<file path="src/rtl/ysyx_22050078_ifu_prefetch.sv">
// Instruction fetch unit: issues pipelined reads from the fetch PC, queues the returned
// instructions in a prefetch FIFO and discards responses made stale by a redirect.
module ysyx_22050078_ifu_prefetch #(
  parameter int ADDR_WIDTH = 64,
  parameter int INST_WIDTH = 32,
  parameter int DATA_WIDTH = 64,
  parameter int DEPTH      = 4,
  parameter logic [ADDR_WIDTH-1:0] RESET_PC = ADDR_WIDTH'(64'h8000_0000)
) (
  input  logic                  clk,
  input  logic                  rst,
  input  logic                  fetch_en,
  input  logic                  redirect_valid,
  input  logic [ADDR_WIDTH-1:0] redirect_pc,
  output logic                  req_valid,
  input  logic                  req_ready,
  output logic [ADDR_WIDTH-1:0] req_addr,
  input  logic                  rsp_valid,
  input  logic [DATA_WIDTH-1:0] rsp_data,
  input  logic                  rsp_err,
  output logic                  inst_valid,
  input  logic                  inst_ready,
  output logic [INST_WIDTH-1:0] inst_out,
  output logic [ADDR_WIDTH-1:0] inst_pc,
  output logic                  inst_fault
);
  localparam int PTR_W  = $clog2(DEPTH);
  localparam int CNT_W  = PTR_W + 1;
  localparam int SUM_W  = CNT_W + 2;
  localparam int LANES  = DATA_WIDTH / INST_WIDTH;
  localparam int LANE_W = (LANES > 1) ? $clog2(LANES) : 1;

  logic [ADDR_WIDTH-1:0] fetch_pc_reg;
  logic [PTR_W-1:0]      fifo_wr_ptr_reg, fifo_rd_ptr_reg;
  logic [PTR_W-1:0]      pcq_wr_ptr_reg, pcq_rd_ptr_reg;
  logic [CNT_W-1:0]      fifo_count_reg, fifo_count_next;
  logic [CNT_W-1:0]      inflight_reg, inflight_next;
  logic [CNT_W-1:0]      drop_cnt_reg, drop_cnt_next;
  logic [CNT_W-1:0]      pending_old;

  logic [ADDR_WIDTH-1:0] fifo_pc_mem    [DEPTH];
  logic [INST_WIDTH-1:0] fifo_inst_mem  [DEPTH];
  logic                  fifo_fault_mem [DEPTH];
  logic [ADDR_WIDTH-1:0] pcq_mem        [DEPTH];

  logic [SUM_W-1:0]      occupancy;
  logic                  fifo_nonempty;
  logic                  req_fire, inst_fire, rsp_drop, rsp_take;
  logic [ADDR_WIDTH-1:0] rsp_pc;
  logic [LANE_W-1:0]     rsp_lane;
  logic [INST_WIDTH-1:0] lane_data [LANES];
  logic [INST_WIDTH-1:0] rsp_inst;

  // Queued, in-flight and to-be-dropped slots together never exceed DEPTH, so the FIFO cannot overflow.
  assign occupancy     = SUM_W'(fifo_count_reg) + SUM_W'(inflight_reg) + SUM_W'(drop_cnt_reg);
  assign fifo_nonempty = (fifo_count_reg != '0);
  assign req_valid     = ~rst & fetch_en & ~redirect_valid & (occupancy < SUM_W'(DEPTH));
  assign req_addr      = fetch_pc_reg;
  assign req_fire      = req_valid & req_ready;
  assign inst_valid    = fifo_nonempty & ~redirect_valid;
  assign inst_fire     = inst_valid & inst_ready;

  assign rsp_drop = rsp_valid & ~redirect_valid & (drop_cnt_reg != '0);
  assign rsp_take = rsp_valid & ~redirect_valid & (drop_cnt_reg == '0) & (inflight_reg != '0);
  assign rsp_pc   = pcq_mem[pcq_rd_ptr_reg];

  generate
    for (genvar gi = 0; gi < LANES; gi++) begin : g_lane
      assign lane_data[gi] = rsp_data[gi*INST_WIDTH +: INST_WIDTH];
    end
    if (LANES > 1) begin : g_lane_sel
      assign rsp_lane = rsp_pc[$clog2(DATA_WIDTH/8)-1:2];
    end else begin : g_lane_single
      assign rsp_lane = '0;
    end
  endgenerate
  assign rsp_inst = lane_data[rsp_lane];

  assign inst_out   = fifo_nonempty ? fifo_inst_mem[fifo_rd_ptr_reg]  : '0;
  assign inst_pc    = fifo_nonempty ? fifo_pc_mem[fifo_rd_ptr_reg]    : '0;
  assign inst_fault = fifo_nonempty ? fifo_fault_mem[fifo_rd_ptr_reg] : 1'b0;

  always_comb begin
    fifo_count_next = fifo_count_reg;
    inflight_next   = inflight_reg;
    drop_cnt_next   = drop_cnt_reg;
    pending_old     = drop_cnt_reg + inflight_reg;
    if (redirect_valid) begin
      // Everything still owed by memory belongs to the old stream; a response arriving now is one of them.
      fifo_count_next = '0;
      inflight_next   = '0;
      if (rsp_valid && pending_old != '0) begin
        pending_old = pending_old - 1'b1;
      end
      drop_cnt_next = pending_old;
    end else begin
      fifo_count_next = fifo_count_reg + CNT_W'(rsp_take) - CNT_W'(inst_fire);
      inflight_next   = inflight_reg + CNT_W'(req_fire) - CNT_W'(rsp_take);
      if (rsp_drop) begin
        drop_cnt_next = drop_cnt_reg - 1'b1;
      end
    end
  end

  always_ff @(posedge clk or posedge rst) begin
    if (rst) begin
      fetch_pc_reg    <= RESET_PC;
      fifo_wr_ptr_reg <= '0;
      fifo_rd_ptr_reg <= '0;
      pcq_wr_ptr_reg  <= '0;
      pcq_rd_ptr_reg  <= '0;
      fifo_count_reg  <= '0;
      inflight_reg    <= '0;
      drop_cnt_reg    <= '0;
    end else begin
      fifo_count_reg <= fifo_count_next;
      inflight_reg   <= inflight_next;
      drop_cnt_reg   <= drop_cnt_next;
      if (redirect_valid) begin
        fetch_pc_reg    <= redirect_pc & ~ADDR_WIDTH'(3);
        fifo_wr_ptr_reg <= '0;
        fifo_rd_ptr_reg <= '0;
        pcq_wr_ptr_reg  <= '0;
        pcq_rd_ptr_reg  <= '0;
      end else begin
        if (req_fire) begin
          fetch_pc_reg   <= fetch_pc_reg + ADDR_WIDTH'(4);
          pcq_wr_ptr_reg <= pcq_wr_ptr_reg + 1'b1;
        end
        if (rsp_take) begin
          pcq_rd_ptr_reg  <= pcq_rd_ptr_reg + 1'b1;
          fifo_wr_ptr_reg <= fifo_wr_ptr_reg + 1'b1;
        end
        if (inst_fire) begin
          fifo_rd_ptr_reg <= fifo_rd_ptr_reg + 1'b1;
        end
      end
    end
  end

  // Storage arrays carry no reset; the counters above decide which entries are live.
  always_ff @(posedge clk) begin
    if (req_fire) begin
      pcq_mem[pcq_wr_ptr_reg] <= fetch_pc_reg;
    end
    if (rsp_take) begin
      fifo_pc_mem[fifo_wr_ptr_reg]    <= rsp_pc;
      fifo_inst_mem[fifo_wr_ptr_reg]  <= rsp_inst;
      fifo_fault_mem[fifo_wr_ptr_reg] <= rsp_err;
    end
  end
endmodule

</file>
<file path="config.mk">
export PLATFORM = sky130hd
export DESIGN_NAME = ysyx_22050078_ifu_prefetch
export DESIGN_NICKNAME = d
export VERILOG_FILES = /design/src/rtl/ysyx_22050078_ifu_prefetch.sv
export SDC_FILE = /design/constraint.sdc
export NUM_CORES = 1
export LEC_CHECK = 0
export ABC_AREA = 1
export BUFFER_PORTS_ARGS = -buffer_cell sky130_fd_sc_hd__buf_2
export CAP_MARGIN = 20
export CORE_ASPECT_RATIO = 0.75
export CORE_UTILIZATION = 59
export CTS_CLUSTER_SIZE = 25
export DETAILED_ROUTE_END_ITERATION = 6
export PLACE_DENSITY = 0.9
export SETUP_SLACK_MARGIN = 0.1
export SLEW_MARGIN = 30
export SYNTH_ARGS = -nofsm -noshare
export SYNTH_HDL_FRONTEND = slang
export SYNTH_SLANG_ARGS = --single-unit
</file>
<file path="constraint.sdc">
create_clock -name clk -period 6.2 [get_ports clk]
set_clock_uncertainty 0.05 [all_clocks]
set_input_delay 0.31 -clock clk [delete_from_list [all_inputs] [get_ports clk]]
set_output_delay 0.31 -clock clk [all_outputs]
set_load 0.005 [all_outputs]
</file>
==> results of run 1 <==
## stage by stage
step,hold WS [ns],utilization
after CTS,0.00151,0.704
after global routing,0.00741,0.704
after floorplan,0.359,-
after detailed placement,0.482,0.639
final,0.0296,0.704
after global placement,0.480,0.639
## area by class of cell
type	instances	area share
Antenna cell	1	0.0000706
Clock buffer	83	0.0490
Clock inverter	41	0.0145
Inverter	114	0.0125
Multi-Input combinational cell	1825	0.237
Sequential cell	707	0.588
Tap cell	657	0.0232
Timing Repair Buffer	419	0.0755
## cells by family (layout without fill, tap and decap cells)
kind of cell / after synthesis / in the layout
compound gates: 499 / 499
xor+xnor: 39 / 39
fa+ha+maj: 26 / 26
buf+inv: 261 / 657
flops: 707 / 707
other cells: 1 / 5
simple gates: 1257 / 1257
## worst paths after layout
path                                       from              endpoint  slack (ns)
worst max register to register  inflight_reg[1]        pcq_mem[0][27]        2.12
max in group asynchronous                   rst    fifo_rd_ptr_reg[0]        5.08
worst max-delay path            inflight_reg[1]        pcq_mem[0][27]        2.12
worst min register to register     req_addr[31]        pcq_mem[0][31]        0.56
min in group asynchronous                   rst       drop_cnt_reg[1]        0.43
worst min-delay path               rsp_data[61]  fifo_inst_mem[0][29]        0.03
## power groups by stage
stage | clock network, mW | registers [mW] | logic [mW]
after CTS | 4.22 | 5.65 | 1.86
after global routing | 4.40 | 5.68 | 2.08
after floorplan | 0 | 5.60 | 1.12
after detailed placement | 0 | 5.75 | 1.77
final | 4.20 | 5.68 | 1.89
after global placement | 0 | 5.73 | 1.72
## cells in the final DEF, fill, tap and decap left out, types with 3 or more instances in the layout
master         netlist  final
o21ai_0            324    324
fa_1                 6      6
conb_1               1      4
nand4_1             13     13
buf_4                9     24
edfxtp_1           628    628
buf_2               40    292
nand3b_1             4      4
nor3_1               7      7
dfrtp_1             78     75
o22ai_1             61     61
o21bai_1             6      6
dfrtp_4              0      3
nand3_2              3      3
nor2_4               6     14
dlygate4sd3_1        0    100
clkbuf_1            81     16
clkinv_2             0     17
clkinv_8             0      3
nand2_2              5      5
clkinvlp_4           0      4
a21oi_1            103    103
xnor2_1             25     25
inv_1              107    104
inv_2                5      4
ha_1                20     20
nor2_2               7      7
nand2_1            470    470
clkinv_1             1      7
bufinv_16            0      9
nor2_1             625    617
clkbuf_16            0     67
buf_6                5      3
nand3_1            111    111
xor2_1              14     14
## worst min-delay path: stages
cell and delay [ns]:
buf_2 0.07, nand2_1 0.05, nand2_1 0.12
## layer usage
layer / vias up / part of all wire / global-route usage
met5: - / 0 / 0
met4: 0 / 0.040 / 0.137
met3: 302 / 0.14 / 0.0877
met2: 1884 / 0.46 / 0.509
met1: 11100 / 0.36 / 0.413
li1: 10300 / - / -
## what timing repair did
action                                  CTS  global route
gates resized for setup                   0             0
hold buffers                            100             0
endpoints found under the setup margin    0             0
endpoints found under the hold margin   228             0
==> impl_metrics.yaml, run 1 <==
power:
  switchingPower_mw: 3.37
  peakVddDrop_uv: 221
  internal_power_mw: 8.40
  p_seq_frac: 0.482
  total_power_mw: 11.8
  pwr-share-comb: 0.160
  p_sw_frac: 0.286
  power_density_mw_per_mm2: 332
  clkPwrFrac: 0.357
  power_leakage_nw: 13.5
global_route:
  track_usage: 0.319
  grt_first_pass_wirelength_um: 126000
  antenna_found_initial: 1
  grt_max_degree: 103
  grt_pass1_vias: 22800
  grt-ovfl-total: 0
die:
  num_rows: 71
  dieArea_mm2: 0.0523
  core-area_mm2: 0.0504
  floorplan.die.width_um: 264
  initial_utilization: 0.601
  io_pins: 299
  die_y_um: 198
timing:
  finalCritPeriodShare: 0.657
  hold_viol: 0
  fin_crit_ns: 4.08
  tightest_slew_ns: 0.974
  finalSetupViolCount: 0
  max_freq_mhz: 245
  rsz0062_at_grt: "no"
  worst_slack_ns: 2.12
  setup_tns_ns: 0
  slew_viol_final: 0
  relSlewSlack: 0.351
worst_setup_path:
  worst-path-stages: 10
  crit_buf_inv: 2
  arrival_ns: 4.29
  crit_family: "simple AND/OR/NAND/NOR gates"
  endpoint_kind: "flip-flop"
  cp_slowest_cell: "nor2_4"
  startpoint_type: "flip-flop"
  crit_path_frequent_cell: "fa_1"
  cp.required_ns: 6.42
  path_class: "flip-flop to flip-flop"
  worstPathCellList: "inv_1 > fa_1 > a21oi_1 > fa_1 > nor2_1 > nand3_1 > a21oi_2 > nand3_4 > nor2_4 > buf_4"
  worstPathMaxFanout: 27
  critPathMaxStageDelay_ns: 0.72
  rr_worst_depth: 10
synth:
  synthAdderAreaFrac: 0.0122
  synth_top_area_frac: 0.623
  synthArstFlopShare: 0.112
  avgSynthCellArea_um2: 10.9
  synth_top_flop_cell: "edfxtp_1"
  muxShareOfSynthArea: 0
  synth_cells: 2790
  ys_seq_area_frac: 0.688
  yosys.area_share.xor_xnor: 0.0113
  synth_compound_area_frac: 0.0858
  synth_seq_cells: 707
  yosys.area.top_type: "edfxtp_1"
  synth_top_family_by_area: "simple AND/OR/NAND/NOR gates"
  synth_common_cells: "edfxtp_1 (628), nor2_1 (625), nand2_1 (470)"
  syn-cell-area_mm2: 0.0303
  synthDistinctLibCells: 40
  synthMostInstantiatedCell: "edfxtp_1"
  yosysWarnings: 0
  yosys-top-cells-area: "edfxtp_1 (62%), nor2_1 (7.7%), dfrtp_1 (6.4%), nand2_1 (5.8%), o21ai_0 (5.4%)"
  synth_edf_count: 628
  yosys.area_share.simple: 0.166
clocking:
  clkLatencyLatePin_ns: 0.64
  postCtsSetupRepairBufs: 0
  h-tree-depth: 3
  numCtsBuffers: 67
  clk_path_buf_depth: 3
  clkTransAtPathRegs_ns: 0.06
  clock-sinks: 707
  cts-root-buf: "clkbuf_16"
  cts_tree: "yes"
final_layout:
  drive_gt1_frac: 0.147
  finalNonFillerCells: 3847
  reg_top3: "fifo_pc_mem: 248 flops, pcq_mem: 248 flops, fifo_inst_mem: 128 flops"
  final_nets: 3296
  multi_input_area_mm2: 0.00842
  regArea_mm2: 0.0208
  syn_to_final_growth_pct: 17.1
  fillCellCount: 3079
  final_area_mm2: 0.0355
min_path:
  min_path_type: "input pin to flip-flop"
  whs_path_depth: 3
drt:
  drt-wirelength-per-cell_um: 21.8
  first_pass_iters: 7
  ant_nets: 0
  drt_iter0_drc: 3343
  viasPerCell: 6.12
  finalWirelength_um: 84000
  vias: 23500
  post-route-drc-count: 1
run:
  drv_cap: 0
placement:
  hpwl_um: 47000
  dp_worst_setup_slack_ns: 2.15
  io_buffer_count: 292
  dpl_cell_area_mm2: 0.0322
  gp_congestion: 0.986
  place_inst: 3622
outcome:
  violations: "design-rule violations"
  status: "complete, but fails checks"
No activity file was read; power rests on OpenSTA's default activity.
==> inputs of run 2 (changes only) <==
==> constraint.sdc (replaced) <==
create_clock -name clk -period 4.21 [get_ports clk]
set_clock_uncertainty 0.05 [all_clocks]
set_input_delay 0.2105 -clock clk [delete_from_list [all_inputs] [get_ports clk]]
set_output_delay 0.2105 -clock clk [all_outputs]
set_load 0.005 [all_outputs]
==> impl_metrics.yaml, run 2 (synthesized netlist as in run 1, its figures left out) <==
worst_setup_path:
  startpoint_type: "flip-flop"
  path_class: "flip-flop to flip-flop"
  cp_slowest_cell: "dfrtp_4"
  endpoint_kind: "flip-flop"
  critPathMaxStageDelay_ns: 0.78
  worstPathMaxFanout: 50
  crit_family: "buffers and inverters"
  crit_buf_inv: 4
  crit_path_frequent_cell: "nand2_1"
  cp.required_ns: 4.48
  worstPathCellList: "inv_2 > nand2_1 > nand3_1 > nand2_1 > buf_4 > inv_2 > nand2_1 > nand2_1 > dlygate4sd3_1"
  arrival_ns: 3.87
final_layout:
  finalNonFillerCells: 3880
  drive_gt1_frac: 0.146
  final_area_mm2: 0.0359
  layout_common_cells: "edfxtp_1 (628), nor2_1 (617), nand2_1 (470), o21ai_0 (324), buf_2 (292)"
  reg_top3: "fifo_pc_mem: 248 flops, pcq_mem: 248 flops, fifo_inst_mem: 128 flops"
  final_common_cell: "edfxtp_1"
  final_nets: 3334
  syn_to_final_growth_pct: 18.4
  diodes: 0
placement:
  dpl_cell_area_mm2: 0.0324
  io_buffer_count: 292
  hpwl_um: 47400
  place_inst: 3630
  gp_congestion: 0.971
power:
  p_sw_frac: 0.288
  clkPwrFrac: 0.346
  power_leakage_nw: 13.7
  power_density_mw_per_mm2: 477
  total_power_mw: 17.1
  pwr-share-comb: 0.165
  switchingPower_mw: 4.94
  peakVddDrop_uv: 295
  p_seq_frac: 0.489
  internal_power_mw: 12.2
clocking:
  clk_path_buf_depth: 3
  h-tree-depth: 3
  cts_tree: "yes"
  clock-sinks: 707
  clkTransAtPathRegs_ns: 0.06
  postCtsSetupRepairBufs: 0
  clkLatencyLatePin_ns: 0.62
  numCtsBuffers: 66
  cts-root-buf: "clkbuf_16"
  cts_resized: 0
drt:
  drt-wirelength-per-cell_um: 21.6
  drt_iter0_drc: 3295
  viasPerCell: 6.06
  finalWirelength_um: 83800
  vias: 23500
  first_pass_iters: 7
  post-route-drc-count: 16
  ant_nets: 0
global_route:
  grt-ovfl-total: 0
  track_usage: 0.316
  antenna_found_initial: 1
  grt_first_pass_wirelength_um: 125000
  grt_max_degree: 96
  grt_pass1_vias: 22600
timing:
  tightest_slew_ns: 0.904
  relSlewSlack: 0.397
  rsz0062_at_grt: "no"
  max_freq_mhz: 278
  finalCritPeriodShare: 0.855
  fin_crit_ns: 3.60
  setup_tns_ns: 0
  slew_viol_final: 0
  finalSetupViolCount: 0
  hold_viol: 0
die:
  io_pins: 299
  num_rows: 71
  floorplan.die.width_um: 264
  dieArea_mm2: 0.0523
  core-area_mm2: 0.0504
  die_y_um: 198
  initial_utilization: 0.601
outcome:
  violations: "design-rule violations"
  status: "complete, but fails checks"
min_path:
  min_path_type: "input pin to flip-flop"
run:
  drv_cap: 0
==> run 2: worst paths after layout <==
path / cells after the start / slack (ns) / start / to
max in group asynchronous: 4 / 2.87 / rst / req_addr[33]
hold reg to reg: 0 / 0.60 / req_addr[31] / pcq_mem[0][31]
setup reg to reg: 9 / 0.61 / pcq_rd_ptr_reg[0] / fifo_inst_mem[1][10]
hold / removal: 6 / 0.08 / rsp_valid / drop_cnt_reg[0]
min in group asynchronous: 3 / 0.23 / rst / fifo_rd_ptr_reg[0]
setup / recovery: 9 / 0.61 / pcq_rd_ptr_reg[0] / fifo_inst_mem[1][10]
==> run 2: timing repair <==
item,4_1_cts,5_1_grt
hold buffers,130,0
setup endpoints to repair,0,0
hold endpoints to repair,238,0
==> run 2: tightest hold or removal path, cell delays in order <==
cell and delay, ns:
buf_2 0.09, inv_1 0.11, nor2_1 0.08, nand2_1 0.05
nand3_1 0.07, o21ai_0 0.07
==> run 2: area by class of cell <==
| type | instances | area [um2] |
|---|---|---|
| multi-input combinational | 1825 | 8420 |
| sequential | 707 | 20800 |
| fill | 3087 | 14500 |
| timing repair buffer | 458 | 3200 |
| inverter | 114 | 439 |
| clock inverter | 35 | 322 |
| clock buffer | 84 | 1800 |
| tap | 657 | 822 |
==> run 2: power groups by stage <==
| stage | registers, mW | logic, mW | clock network (mW) |
|---|---|---|---|
| after global placement | 8.46 | 2.52 | 0 |
| after detailed placement | 8.48 | 2.60 | 0 |
| final | 8.38 | 2.82 | 5.93 |
| after floorplan | 8.24 | 1.66 | 0 |
| after CTS | 8.34 | 2.76 | 5.93 |
| after global routing | 8.37 | 3.09 | 6.20 |
==> run 2: layer usage <==
metal  track usage  wire length (um)  vias up
met1         0.423             30500    11100
met4         0.131              3370        0
met5             0                 0        -
met3        0.0680             10800      310
li1              -                 -    10300
met2         0.506             39000     1783
==> run 2: per-stage QoR <==
stage	setup slack, ns	utilization	hold WS (ns)
floorplan	-1.46	-	0.259
global placement	0.618	0.643	0.321
detailed placement	0.632	0.643	0.326
CTS	0.592	0.711	0.0394
global route	0.223	0.712	0.146
finish	0.610	0.712	0.0840
